===== config.mk =====
export PLATFORM = sky130hd
export DESIGN_NAME = register_file_sb
export DESIGN_NICKNAME = d
export VERILOG_FILES = /design/src/rtl/regfile_pkg.sv /design/src/rtl/regfile_scoreboard.sv /design/src/rtl/register_file_sb.sv
export SDC_FILE = /design/constraint.sdc
export NUM_CORES = 2
export LEC_CHECK = 0
export CAP_MARGIN = 40
export CORE_ASPECT_RATIO = 1.1
export CORE_MARGIN = 4
export CORE_UTILIZATION = 65
export CTS_BUF_LIST = sky130_fd_sc_hd__clkbuf_4 sky130_fd_sc_hd__clkbuf_8
export DETAILED_ROUTE_END_ITERATION = 6
export PLACE_DENSITY = 0.83
export RECOVER_POWER = 100
export REMOVE_ABC_BUFFERS = 1
export SKIP_LAST_GASP = 1
export SYNTH_ARGS = -nofsm -noshare
export SYNTH_HDL_FRONTEND = slang
export SYNTH_SLANG_ARGS = --single-unit

===== constraint.sdc =====
create_clock -name clk -period 81.6 [get_ports clk]
set_clock_uncertainty 0.15 [all_clocks]
set_input_delay 16.32 -clock clk [delete_from_list [all_inputs] [get_ports clk]]
set_output_delay 16.32 -clock clk [all_outputs]
set_load 0.02 [all_outputs]

===== src/rtl/regfile_pkg.sv =====
// Shared constants and helpers for the pipelined register file and its scoreboard.
package regfile_pkg;
  localparam int DEF_DATA_W = 32;
  localparam int DEF_ADDR_W = 5;
  localparam int ZERO_ADDR  = 0;

  // LSB of port `port` in a packed multi-port bus of `width`-bit fields
  function automatic int port_lsb(input int port, input int width);
    return port * width;
  endfunction
endpackage


===== src/rtl/regfile_scoreboard.sv =====
// Per-register busy scoreboard: reserve at issue, release at writeback, bulk flush.
module regfile_scoreboard import regfile_pkg::*; #(
  parameter int ADDR_W   = DEF_ADDR_W,
  parameter bit ZERO_REG = 1'b1
) (
  input  logic                 clk,
  input  logic                 rst,
  input  logic                 wren,
  input  logic [ADDR_W-1:0]    waddr,
  input  logic                 rsv_valid,
  input  logic [ADDR_W-1:0]    rsv_addr,
  input  logic                 flush,
  output logic                 rsv_ready,
  output logic [2**ADDR_W-1:0] busy_vec,
  output logic [ADDR_W:0]      busy_cnt
);
  localparam int DEPTH = 2**ADDR_W;

  logic             wr_ok, rsv_zero, accept, inc, dec;
  logic [DEPTH-1:0] busy_nxt;

  assign wr_ok     = wren && !(ZERO_REG && waddr == ADDR_W'(ZERO_ADDR));
  assign rsv_zero  = ZERO_REG && rsv_addr == ADDR_W'(ZERO_ADDR);
  // A same-cycle writeback to the reserved register frees it in time for the new owner
  assign rsv_ready = !busy_vec[rsv_addr] || (wren && waddr == rsv_addr);
  assign accept    = rsv_valid && rsv_ready && !flush && !rsv_zero;

  assign inc = accept && !busy_vec[rsv_addr];
  assign dec = wr_ok && busy_vec[waddr] && !(accept && rsv_addr == waddr);

  always_comb begin
    busy_nxt = busy_vec;
    if (wr_ok)  busy_nxt[waddr]    = 1'b0;
    if (accept) busy_nxt[rsv_addr] = 1'b1;
  end

  always_ff @(posedge clk or posedge rst) begin
    if (rst) begin
      busy_vec <= '0;
      busy_cnt <= '0;
    end else if (flush) begin
      busy_vec <= '0;
      busy_cnt <= '0;
    end else begin
      busy_vec <= busy_nxt;
      busy_cnt <= busy_cnt + {{ADDR_W{1'b0}}, inc} - {{ADDR_W{1'b0}}, dec};
    end
  end
endmodule


===== src/rtl/register_file_sb.sv =====
// Multi-port register file with optional zero register, write bypass and busy scoreboard.
module register_file_sb import regfile_pkg::*; #(
  parameter int DATA_W   = DEF_DATA_W,
  parameter int ADDR_W   = DEF_ADDR_W,
  parameter int NUM_RD   = 2,
  parameter bit ZERO_REG = 1'b1,
  parameter bit BYPASS   = 1'b1
) (
  input  logic                     clk,
  input  logic                     rst,
  input  logic [NUM_RD*ADDR_W-1:0] raddr,
  output logic [NUM_RD*DATA_W-1:0] rdata,
  output logic [NUM_RD-1:0]        rbusy,
  input  logic                     wren,
  input  logic [ADDR_W-1:0]        waddr,
  input  logic [DATA_W-1:0]        wdata,
  input  logic                     rsv_valid,
  input  logic [ADDR_W-1:0]        rsv_addr,
  output logic                     rsv_ready,
  input  logic                     flush,
  output logic [2**ADDR_W-1:0]     busy_vec,
  output logic [ADDR_W:0]          busy_cnt
);
  localparam int DEPTH = 2**ADDR_W;

  logic [DATA_W-1:0] mem [DEPTH];
  logic              wr_ok;

  assign wr_ok = wren && !(ZERO_REG && waddr == ADDR_W'(ZERO_ADDR));

  always_ff @(posedge clk or posedge rst) begin
    if (rst) begin
      for (int r = 0; r < DEPTH; r++) mem[r] <= '0;
    end else if (wr_ok) begin
      mem[waddr] <= wdata;
    end
  end

  regfile_scoreboard #(.ADDR_W(ADDR_W), .ZERO_REG(ZERO_REG)) u_sb (
    .clk       (clk),
    .rst       (rst),
    .wren      (wren),
    .waddr     (waddr),
    .rsv_valid (rsv_valid),
    .rsv_addr  (rsv_addr),
    .flush     (flush),
    .rsv_ready (rsv_ready),
    .busy_vec  (busy_vec),
    .busy_cnt  (busy_cnt)
  );

  for (genvar i = 0; i < NUM_RD; i++) begin : g_rd
    logic [ADDR_W-1:0] ra;
    logic              is_zero, byp;
    assign ra      = raddr[port_lsb(i, ADDR_W) +: ADDR_W];
    assign is_zero = ZERO_REG && ra == ADDR_W'(ZERO_ADDR);
    assign byp     = BYPASS && wren && waddr == ra && !is_zero;
    assign rdata[port_lsb(i, DATA_W) +: DATA_W] = is_zero ? '0 : byp ? wdata : mem[ra];
    // Forwarded data is the pending result, so the hazard is already resolved
    assign rbusy[i] = busy_vec[ra] && !byp && !is_zero;
  end
endmodule


==> results.py <==
metrics = {
    "global_route": {
        "grt_first_pass_wirelength_um": 268000,
        "track_usage": 0.381,
        "overflow": 0,
        "first_global_vias": 42339,
        "antenna_found_initial": 12,
        "grt_max_degree": 161,
    },
    "detailed_routing": {
        "finalWirelength_um": 179000,
        "wl_met1_um": 63600,
        "wl_met2_um": 81400,
        "dr.first_iter.drc_count": 4432,
        "firstDrtPassIters": 5,
        "wl_per_cell_um": 32.5,
        "routed.top_layer": "met5",
        "drcViolationCount": 0,
        "via_per_inst": 7.40,
        "ant_nets": 0,
        "wl_met3_um": 22100,
        "vias": 40738,
    },
    "cts": {
        "path_clk_slew_ps": 60,
        "cts_tree": "built",
        "root_buffer": "clkbuf_8",
        "cts_sinks": 1062,
        "h-tree-depth": 4,
        "cts_resized": 0,
        "cts_setup_buffers": 0,
        "hold_buffers": 0,
        "numCtsBuffers": 169,
        "clockBufferDepth": 3,
        "clock_latency_ps": 860,
    },
    "setup_path": {
        "crit_arrival_ps": 38040,
        "endpoint": "rdata[23]",
        "required_ps": 65130,
        "cp_max_fo": 118,
        "crit_start": "raddr[0]",
        "slowest_delay_ps": 6600,
        "ff2ff_path_depth": 14,
        "crit_path_top_delay_cell": "clkbuf_1",
        "critical_path_depth": 9,
        "worst-path-buf-inv": 6,
        "cp-end-kind": "output pin",
        "startpoint_type": "primary input",
        "timing.rr.end": "u_sb.busy_cnt[4]",
        "reg2reg_slack_ps": 78050,
        "crit_path_frequent_cell": "clkbuf_1",
        "r2r-start": "u_sb.busy_vec[19]",
        "path_cells": "clkbuf_1, clkbuf_1, clkbuf_1, clkbuf_1, or3_2, clkbuf_1, o21ai_0, a21oi_1, dlygate4sd3_1",
        "cp_top_family": "buffers and inverters",
        "critPathKind": "in -> out",
    },
    "die": {
        "die-area_um2": 94900,
        "core_um2": 89400,
        "die_y_um": 323,
        "start_util": 0.655,
        "row_count": 115,
        "chipWidth_um": 294,
        "io_pins": 162,
    },
    "place": {
        "dp.final_hpwl_um": 102000,
        "port_buffers": 161,
        "routabilityCongestion": 0.878,
    },
    "run_status": {
        "violations": "max-capacitance violations, max-slew violations",
        "outcome": "complete, but fails checks",
    },
    "yosys": {
        "ys_seq_elements": 1062,
        "synth_largest_area_cell": "dfrtp_1",
        "netlist_top_cells_area": "dfrtp_1 45%, mux2_2 21%, mux4_2 16%, mux2i_1 3.3%, clkbuf_1 1.4%",
        "yosysSeqAreaShare": 0.454,
        "syn-cell-area_um2": 58500,
        "synth_top_area_frac": 0.454,
        "synth-edff-count": 0,
        "netlist_instances": 4192,
        "async_flop_share": 1.00,
        "yosys_warnings": 0,
        "ys_types": 63,
        "syn_avg_cell_area_um2": 14.0,
        "synth_flop_cell": "dfrtp_1",
    },
    "sta": {
        "fin_crit_sh": 0.668,
        "fin_crit_ps": 54510,
        "drv_slew": 2455,
        "rsz0062_at_grt": "false",
        "timing.max_slew.rel_slack": -5.08,
        "fmax_ghz": 0.0183,
        "fin_hold_ws_ps": 249,
        "tns_ps": 0,
        "setup_violations": 0,
        "hold_viol_final": 0,
        "worst_pin_slew_ps": 9120,
    },
    "final_layout": {
        "final_cell_mix": "1,067 x mux2_2, 1,062 x dfrtp_1, 411 x mux4_2",
        "final_net_count": 4251,
        "drive_above_1_share": 0.445,
        "final_common_cell": "mux2_2",
        "syn_to_final_growth_pct": 9.58,
    },
    "min_path": {
        "hp-class": "reg -> reg",
        "worstHoldStart": "mem[1018]",
    },
    "run": {
        "max_cap_viol_count": 64,
    },
    "power_and_ir_drop": {
        "report.power.total_mw": 1.52,
        "power.leakage_nw": 27.7,
        "power_density_nw_per_um2": 23.7,
        "vdd_drop_max_uv": 16.3,
    },
}
[power by group]
part	total (mW)	leakage (nW)	switching, mW	internal, mW
clock network	0.498	1.98	0.222	0.276
logic	0.322	12.0	0.132	0.190
registers	0.697	13.7	0.0728	0.624
[per-layer routing]
metal  vias up  global-route usage
li1      16163                   -
met1     21049               0.486
met2      2737               0.572
met3       781               0.129
met4         8               0.228
met5         -                   0
[kinds of logic after synthesis]
family / count (synthesis) / synth area share
AOI/OAI and AO/OA: 469 / 0.0578
DFF: 1062 / 0.454
adders and majority gates: 7 / 0.00163
buffers and inverters: 496 / 0.0449
muxes: 1679 / 0.398
xor gates and xnor gates: 19 / 0.00284
and+or+nand+nor: 460 / 0.0405
[state kept, by name, summed over array words and instances (netlist names)]
register,flops
u_sb.busy_cnt,6
mem,1024
u_sb.busy_vec,32
[worst min path at each step]
stage           endpoint  slack (ps)  cells after the start
2_1_floorplan  mem[1023]         220                      0
3_5_place_dp   mem[1020]         240                      0
6_report       mem[1018]         250                      0
5_1_grt        mem[1018]         260                      0
3_3_place_gp   mem[1015]         230                      0
4_1_cts        mem[1013]         250                      0
[metrics by stage]
stage / utilization / cell area [um2] / worst slack (ps) / cells
2_1_floorplan: - / 55900 / 35240 / 3713
3_3_place_gp: 0.672 / 60000 / 43880 / 5141
3_5_place_dp: 0.683 / 61000 / 43860 / 5186
4_1_cts: 0.724 / 64700 / 43830 / 5491
5_1_grt: 0.718 / 64100 / 25040 / 5500
6_report: 0.718 / 64100 / 27090 / 5503
[cells in the mapped netlist (7+ instances only)]
master,number
mux2_2,1077
dfrtp_1,1062
mux4_2,411
clkbuf_1,223
mux2i_1,190
nor2_1,174
buf_2,143
nor3_1,126
o22ai_1,122
buf_4,50
a21oi_1,47
nand2_1,43
a221o_1,38
o221ai_1,38
o211ai_1,36
buf_6,35
o21ai_0,34
nor3_2,28
a221oi_1,26
a22oi_1,26
o31ai_1,26
o22a_1,24
nor3b_1,18
xnor2_1,18
buf_1,17
inv_1,17
a32oi_1,16
o21ai_1,13
o21a_1,11
nand3b_1,10
nand3_1,9
nand2b_1,7
nor2b_1,7
or3_1,7
[area by class of cell]
class / instances / area (um2)
multi-input cells: 2634 / 29400
flip-flops and latches: 1062 / 26600
fillers: 5678 / 25200
clock buffers: 264 / 3330
repair buffers: 303 / 2890
well taps: 1170 / 1460
clock inverters: 41 / 389
inverters: 17 / 65.1
diodes: 12 / 30.0
Power figures use the tool's default switching activity.
